`src/rtl/icache_if.sv`:
```
// rtl/icache_if.sv - datapath fetch port and memory refill port of the instruction cache
// ICACHE_STATS_EN adds the hit_count/miss_count observation outputs.
interface icache_if;
  logic        imemREN;
  logic [31:0] imemaddr;
  logic        ihit;
  logic [31:0] imemload;
  logic        flush;
  logic        iREN;
  logic [31:0] iaddr;
  logic        iwait;
  logic [31:0] iload;
`ifdef ICACHE_STATS_EN
  logic [31:0] hit_count;
  logic [31:0] miss_count;

  modport slave (
    input  imemREN, imemaddr, flush, iwait, iload,
    output ihit, imemload, iREN, iaddr, hit_count, miss_count
  );
  modport master (
    output imemREN, imemaddr, flush, iwait, iload,
    input  ihit, imemload, iREN, iaddr, hit_count, miss_count
  );
`else
  modport slave (
    input  imemREN, imemaddr, flush, iwait, iload,
    output ihit, imemload, iREN, iaddr
  );
  modport master (
    output imemREN, imemaddr, flush, iwait, iload,
    input  ihit, imemload, iREN, iaddr
  );
`endif
endinterface

```
`src/rtl/icache.sv`:
```
// rtl/icache.sv - direct-mapped, one-word-block instruction cache with single-word refill
// ICACHE_STATS_EN enables saturating hit/miss counters.
module icache #(
  parameter int SETS = 16
) (
  input  logic    CLK,
  input  logic    nRST,
  icache_if.slave bus
);
  localparam int IDX_W = $clog2(SETS);
  localparam int TAG_W = 30 - IDX_W;

  typedef enum logic {IDLE, FETCH} state_t;

  state_t            r_state;
  state_t            w_next_state;
  logic [SETS-1:0]   r_valid;
  logic [TAG_W-1:0]  r_tag  [SETS];
  logic [31:0]       r_data [SETS];
  logic [31:0]       r_miss_addr;

  logic [IDX_W-1:0]  w_idx;
  logic [IDX_W-1:0]  w_fill_idx;
  logic [TAG_W-1:0]  w_tag;
  logic [TAG_W-1:0]  w_fill_tag;
  logic              w_match;
  logic              w_ihit;
  logic              w_miss;
  logic              w_fill;
  logic              w_iren;
  logic              w_unused_lsb;

  assign w_idx        = bus.imemaddr[IDX_W+1:2];
  assign w_tag        = bus.imemaddr[31:IDX_W+2];
  assign w_fill_idx   = r_miss_addr[IDX_W+1:2];
  assign w_fill_tag   = r_miss_addr[31:IDX_W+2];
  assign w_match      = r_valid[w_idx] && (r_tag[w_idx] == w_tag);
  assign w_unused_lsb = ^bus.imemaddr[1:0];

  always_comb begin
    w_next_state = r_state;
    w_ihit       = 1'b0;
    w_miss       = 1'b0;
    w_fill       = 1'b0;
    w_iren       = 1'b0;
    case (r_state)
      IDLE: begin
        w_ihit = bus.imemREN && w_match && !bus.flush;
        w_miss = bus.imemREN && !w_ihit;
        if (w_miss) begin
          w_next_state = FETCH;
        end
      end
      FETCH: begin
        // Refill is tied to the latched miss address; the live request is ignored here.
        w_iren = 1'b1;
        if (!bus.iwait) begin
          w_fill       = 1'b1;
          w_next_state = IDLE;
        end
      end
      default: w_next_state = IDLE;
    endcase
  end

  assign bus.ihit     = w_ihit;
  assign bus.imemload = w_ihit ? r_data[w_idx] : 32'h0;
  assign bus.iREN     = w_iren;
  assign bus.iaddr    = w_iren ? r_miss_addr : 32'h0;

  always_ff @(posedge CLK or negedge nRST) begin
    if (!nRST) begin
      r_state     <= IDLE;
      r_miss_addr <= 32'h0;
    end else begin
      r_state <= w_next_state;
      if (w_miss) begin
        r_miss_addr <= {bus.imemaddr[31:2], 2'b00};
      end
    end
  end

  // Flush has priority so a refill landing in the flush cycle stays invalid.
  always_ff @(posedge CLK or negedge nRST) begin
    if (!nRST) begin
      r_valid <= '0;
    end else if (bus.flush) begin
      r_valid <= '0;
    end else if (w_fill) begin
      r_valid[w_fill_idx] <= 1'b1;
    end
  end

  always_ff @(posedge CLK) begin
    if (w_fill) begin
      r_tag[w_fill_idx]  <= w_fill_tag;
      r_data[w_fill_idx] <= bus.iload;
    end
  end

`ifdef ICACHE_STATS_EN
  logic [31:0] r_hit_count;
  logic [31:0] r_miss_count;

  always_ff @(posedge CLK or negedge nRST) begin
    if (!nRST) begin
      r_hit_count  <= 32'h0;
      r_miss_count <= 32'h0;
    end else begin
      if (w_ihit && (r_hit_count != 32'hFFFF_FFFF)) begin
        r_hit_count <= r_hit_count + 32'd1;
      end
      if (w_miss && (r_miss_count != 32'hFFFF_FFFF)) begin
        r_miss_count <= r_miss_count + 32'd1;
      end
    end
  end

  assign bus.hit_count  = r_hit_count;
  assign bus.miss_count = r_miss_count;
`endif
endmodule
```
`src/flat_wrapper.sv`:
```
// flat-port wrapper written by rule: the top's interface ports become plain ports
module icache_flat 
#(
  parameter int SETS = 16
)
  (CLK, nRST, bus_imemREN, bus_imemaddr, bus_flush, bus_iwait, bus_iload, bus_ihit, bus_imemload, bus_iREN, bus_iaddr);
  icache_if bus_i ();
  input  logic CLK;
  input  logic nRST;
  input wire logic [$bits(bus_i.imemREN)-1:0] bus_imemREN;
  input wire logic [$bits(bus_i.imemaddr)-1:0] bus_imemaddr;
  input wire logic [$bits(bus_i.flush)-1:0] bus_flush;
  input wire logic [$bits(bus_i.iwait)-1:0] bus_iwait;
  input wire logic [$bits(bus_i.iload)-1:0] bus_iload;
  output wire logic [$bits(bus_i.ihit)-1:0] bus_ihit;
  output wire logic [$bits(bus_i.imemload)-1:0] bus_imemload;
  output wire logic [$bits(bus_i.iREN)-1:0] bus_iREN;
  output wire logic [$bits(bus_i.iaddr)-1:0] bus_iaddr;
  assign bus_i.imemREN = bus_imemREN;
  assign bus_i.imemaddr = bus_imemaddr;
  assign bus_i.flush = bus_flush;
  assign bus_i.iwait = bus_iwait;
  assign bus_i.iload = bus_iload;
  assign bus_ihit = bus_i.ihit;
  assign bus_imemload = bus_i.imemload;
  assign bus_iREN = bus_i.iREN;
  assign bus_iaddr = bus_i.iaddr;
  icache #(.SETS(SETS)) u_core (.CLK(CLK), .nRST(nRST), .bus(bus_i));
endmodule
```
`config.mk`:
```
export PLATFORM = sky130hd
export DESIGN_NAME = icache_flat
export DESIGN_NICKNAME = d
export VERILOG_FILES = /design/src/rtl/icache_if.sv /design/src/rtl/icache.sv /design/src/flat_wrapper.sv
export SDC_FILE = /design/constraint.sdc
export NUM_CORES = 1
export LEC_CHECK = 0
export ABC_CLOCK_PERIOD_IN_PS = 5750
export CAP_MARGIN = 10
export CORE_MARGIN = 2
export CORE_UTILIZATION = 61
export DETAILED_ROUTE_END_ITERATION = 10
export PLACE_DENSITY = 0.9
export SLEW_MARGIN = 20
export SYNTH_ARGS = -nofsm -noshare
export SYNTH_HDL_FRONTEND = slang
export SYNTH_SLANG_ARGS = --single-unit
export TNS_END_PERCENT = 5
```
`constraint.sdc`:
```
create_clock -name CLK -period 5.75 [get_ports CLK]
set_input_delay 1.15 -clock CLK [delete_from_list [all_inputs] [get_ports CLK]]
set_output_delay 1.15 -clock CLK [all_outputs]
set_load 0.05 [all_outputs]
```
==> impl_results.md <==
* Status: complete, no violations
* I/O Buffers at 130
* Routed len/inst at 34.44 um
* CTS sink cnt at 975
* Reg2reg start: u_core.r_tag[6][0]
* Synth Cell Area at 38010 um^2
* Final nets at 1965
* GRT Overall Usage at 30.99%
* Vias in the first global route at 20350
* Critical Path RT at 4.60 ns
* Vias at 19330
* Worst-Margin Slew at 1.132 ns
* Yosys warning count at 0
* Row cnt at 91
* CTS Buf Count at 93
* CTS tree: built
* R2r endpoint: u_core.r_miss_addr[17]
* Critical path arrival at 4.58 ns
* First-pass GRT wire length at 139600 um
* Grt total ovfl at 0
* EDFF count, synth at 928
* Placed cell areas at 40990 um^2
* Fin crit share at 99.64%
* Worst Hold Class: register to register
* Area grow syn2layout at 16.17%
* Fin area at 44160 um^2
* Tmin final at 5.730 ns
* Clock-pin slew on the worst setup and hold paths at 0.06 ns
* Final hold vios at 0
* Post-synth top area share at 73.31%
* Hold worst-path end: u_core.r_valid[13]
* Main combinational cell family by area after synthesis: multiplexers
* Reg-to-reg slack, setup at 2.34 ns
* Yosys cell types at 53
* Initial drt markers at 2482
* DRC at 0
* Final Non-Filler Cells at 2810
* Clk buf depth at 3
* Worst Setup End Kind: output pin
* CP startpoint kind: primary input
* FF-to-FF path depth at 10
* Full die area at 64330 um^2
* Max cap viols at 0
* Top FF cell, synth: edfxtp_1
* Xor/xnor share of the synthesized area at 0.8756%
* Simple-gate share of the synthesized area at 2.508%
* Initial antenna violation count at 3
* Peak supply drop at 0.0002954 V
* Most instantiated cells after synthesis: edfxtp_1, mux4_2, mux2i_1, nor2_1, dfrtp_1
* Post-synth top area cell: edfxtp_1
* Synthesized flop and latch total at 975
* Adder-Cell Fraction of Synth Area at 0%
* Max Slew Vio Count at 0
* Drt first pass iters at 7
* Cts-stage hold buffer count at 0
* Routability-driven placement congestion ratio at 0.8146
* Hold path depth at 2
* Layout cells sized above 1 at 27.43%
* Slew headroom at 24.32%
* Hpwl dp at 49410 um
* Setup Skew at 0.02437 ns
* Mux contribution to synthesized area at 17.94%
* Pwr dens at 360.1 nW/um^2
* Setup violations, final at 0
* FMAX at 174.5 MHz
* Leakage at 14.33 nW
* Synth async-reset ratio at 4.821%
* Synth top area cells: edfxtp_1, mux4_2, dfrtp_1, mux2i_1, mux2_4
* CP Max Fanout at 33
* Post-synthesis compound-gate area fraction at 0.9546%
* Largest net degree at the start of global routing at 57
* Core footprint at 61710 um^2
* Top Ports at 135
* Die height at 253.6 um
* Mapped Cells at 1696
* Part of the Yosys area used for sequential elements at 76.41%
* Detailed Route WL at 96790 um
* Fillers at 3325
* Via density at 6.879
* H-tree levels at 3
* Syn_area_per_cell at 22.41 um^2
* Starting density of the core at 61.60%
* # placed instances at 2637
* Die X-Extent at 253.6 um
* CTS root buffer: clkbuf_16
* Worst-Skew Late Latency at 0.65 ns
* Kind of critical path: primary input to output pin
* Cell with the most instances after synthesis: edfxtp_1
* Overall power at 15.90 mW
* Hold Path Origin: u_core.r_valid[13]
* Post-route ant nets at 0
-- registers in the layout, indices dropped and copies added, names as in the netlist --
signal and count:
u_core.r_tag 416, u_core.r_data 512, u_core.r_valid 16, u_core.r_state 1, u_core.r_miss_addr 30
-- layout by cell type (no fill, tap or decap), types with 16 or more instances in the layout --
cell type | synthesis | final
buf_12 | 0 | 48
nand2_1 | 23 | 23
edfxtp_1 | 928 | 928
xnor2_1 | 22 | 22
clkbuf_1 | 40 | 18
mux4_2 | 246 | 246
and2_1 | 32 | 32
clkbuf_16 | 0 | 95
buf_4 | 16 | 49
clkdlybuf4s50_1 | 0 | 92
nor2b_1 | 38 | 37
mux2_4 | 29 | 29
nor2_1 | 52 | 39
mux2i_1 | 83 | 83
xor2_1 | 16 | 16
clkinv_1 | 0 | 18
dfrtp_1 | 47 | 47
-- repair_timing --
action,in CTS,in global routing
endpoints found under the hold margin,0,0
setup buffers,0,1
cloned,0,0
setup endpoints to repair,5,32
gates resized for setup,2,7
-- power breakdown --
part / switching [mW] / internal, mW / leakage (nW)
Sequential: 0.277 / 8.16 / 8.94
Combinational: 0.726 / 0.506 / 3.90
Clock: 2.69 / 3.53 / 1.48
Total: 3.70 / 12.2 / 14.3
-- worst max-delay path, cell delays in order --
cell,delay (ns)
buf_4,0.43
nor2b_2,0.57
a22o_1,0.24
a221oi_1,0.07
xnor2_1,0.32
o221ai_1,0.23
nor4_2,0.44
buf_4,0.21
nand4_1,0.15
buf_12,0.23
nor2b_1,0.29
buf_12,0.18
-- layer usage --
layer / track usage (%) / part of all wire (%) / vias up
li1: - / - / 7432
met1: 39.58 / 34 / 10050
met2: 52.70 / 51 / 1526
met3: 5.859 / 9.9 / 319
met4: 13.38 / 4.6 / 4
met5: 0 / 0.029 / -
-- how the worst max path moves through the flow --
stage	end	depth (start not counted)	slack (ns)	from
final	bus_imemload[20]	12	0.02	bus_imemaddr[5]
after global routing	bus_imemload[22]	13	-0.04	bus_imemaddr[3]
after CTS	bus_imemload[20]	13	0.005	bus_imemaddr[3]
after detailed placement	bus_imemload[20]	12	0.04	bus_imemaddr[5]
after global placement	bus_imemload[31]	13	0.15	bus_imemaddr[2]
after floorplan	u_core.r_data[2][0]	3	-0.23	u_core.r_state
-- cells by family after synthesis --
family                    Yosys count
and+or+nand+nor                   178
buffers and inverters              97
muxes                             359
DFF                               975
AOI/OAI and AO/OA                  48
xor gates and xnor gates           38
other                               1
-- layout make-up --
| cell class | instances | area (um^2) | share of cell area (%) |
|---|---|---|---|
| diodes | 1 | 2.502 | 0.005667 |
| clock buffers | 115 | 2472 | 5.599 |
| clock inverters | 56 | 633.1 | 1.434 |
| inverters | 6 | 26.28 | 0.05950 |
| multi-input cells | 625 | 8617 | 19.51 |
| flip-flops and latches | 975 | 29040 | 65.77 |
| well taps | 837 | 1047 | 2.372 |
| repair buffers | 195 | 2317 | 5.247 |
-- per-stage QoR --
step / worst slack, ns / hold WS [ns] / utilization [%] / TNS [ns]
after floorplan: -0.2256 / 0.4655 / - / -33.04
after global placement: 0.1471 / 0.4799 / 66.42 / 0
after detailed placement: 0.03780 / 0.4922 / 66.42 / 0
after CTS: 0.005396 / 0.5116 / 71.47 / 0
after global routing: -0.03715 / 0.5406 / 71.56 / -0.1454
final: 0.02044 / 0.5243 / 71.56 / 0
Power figures use the tool's default switching activity.
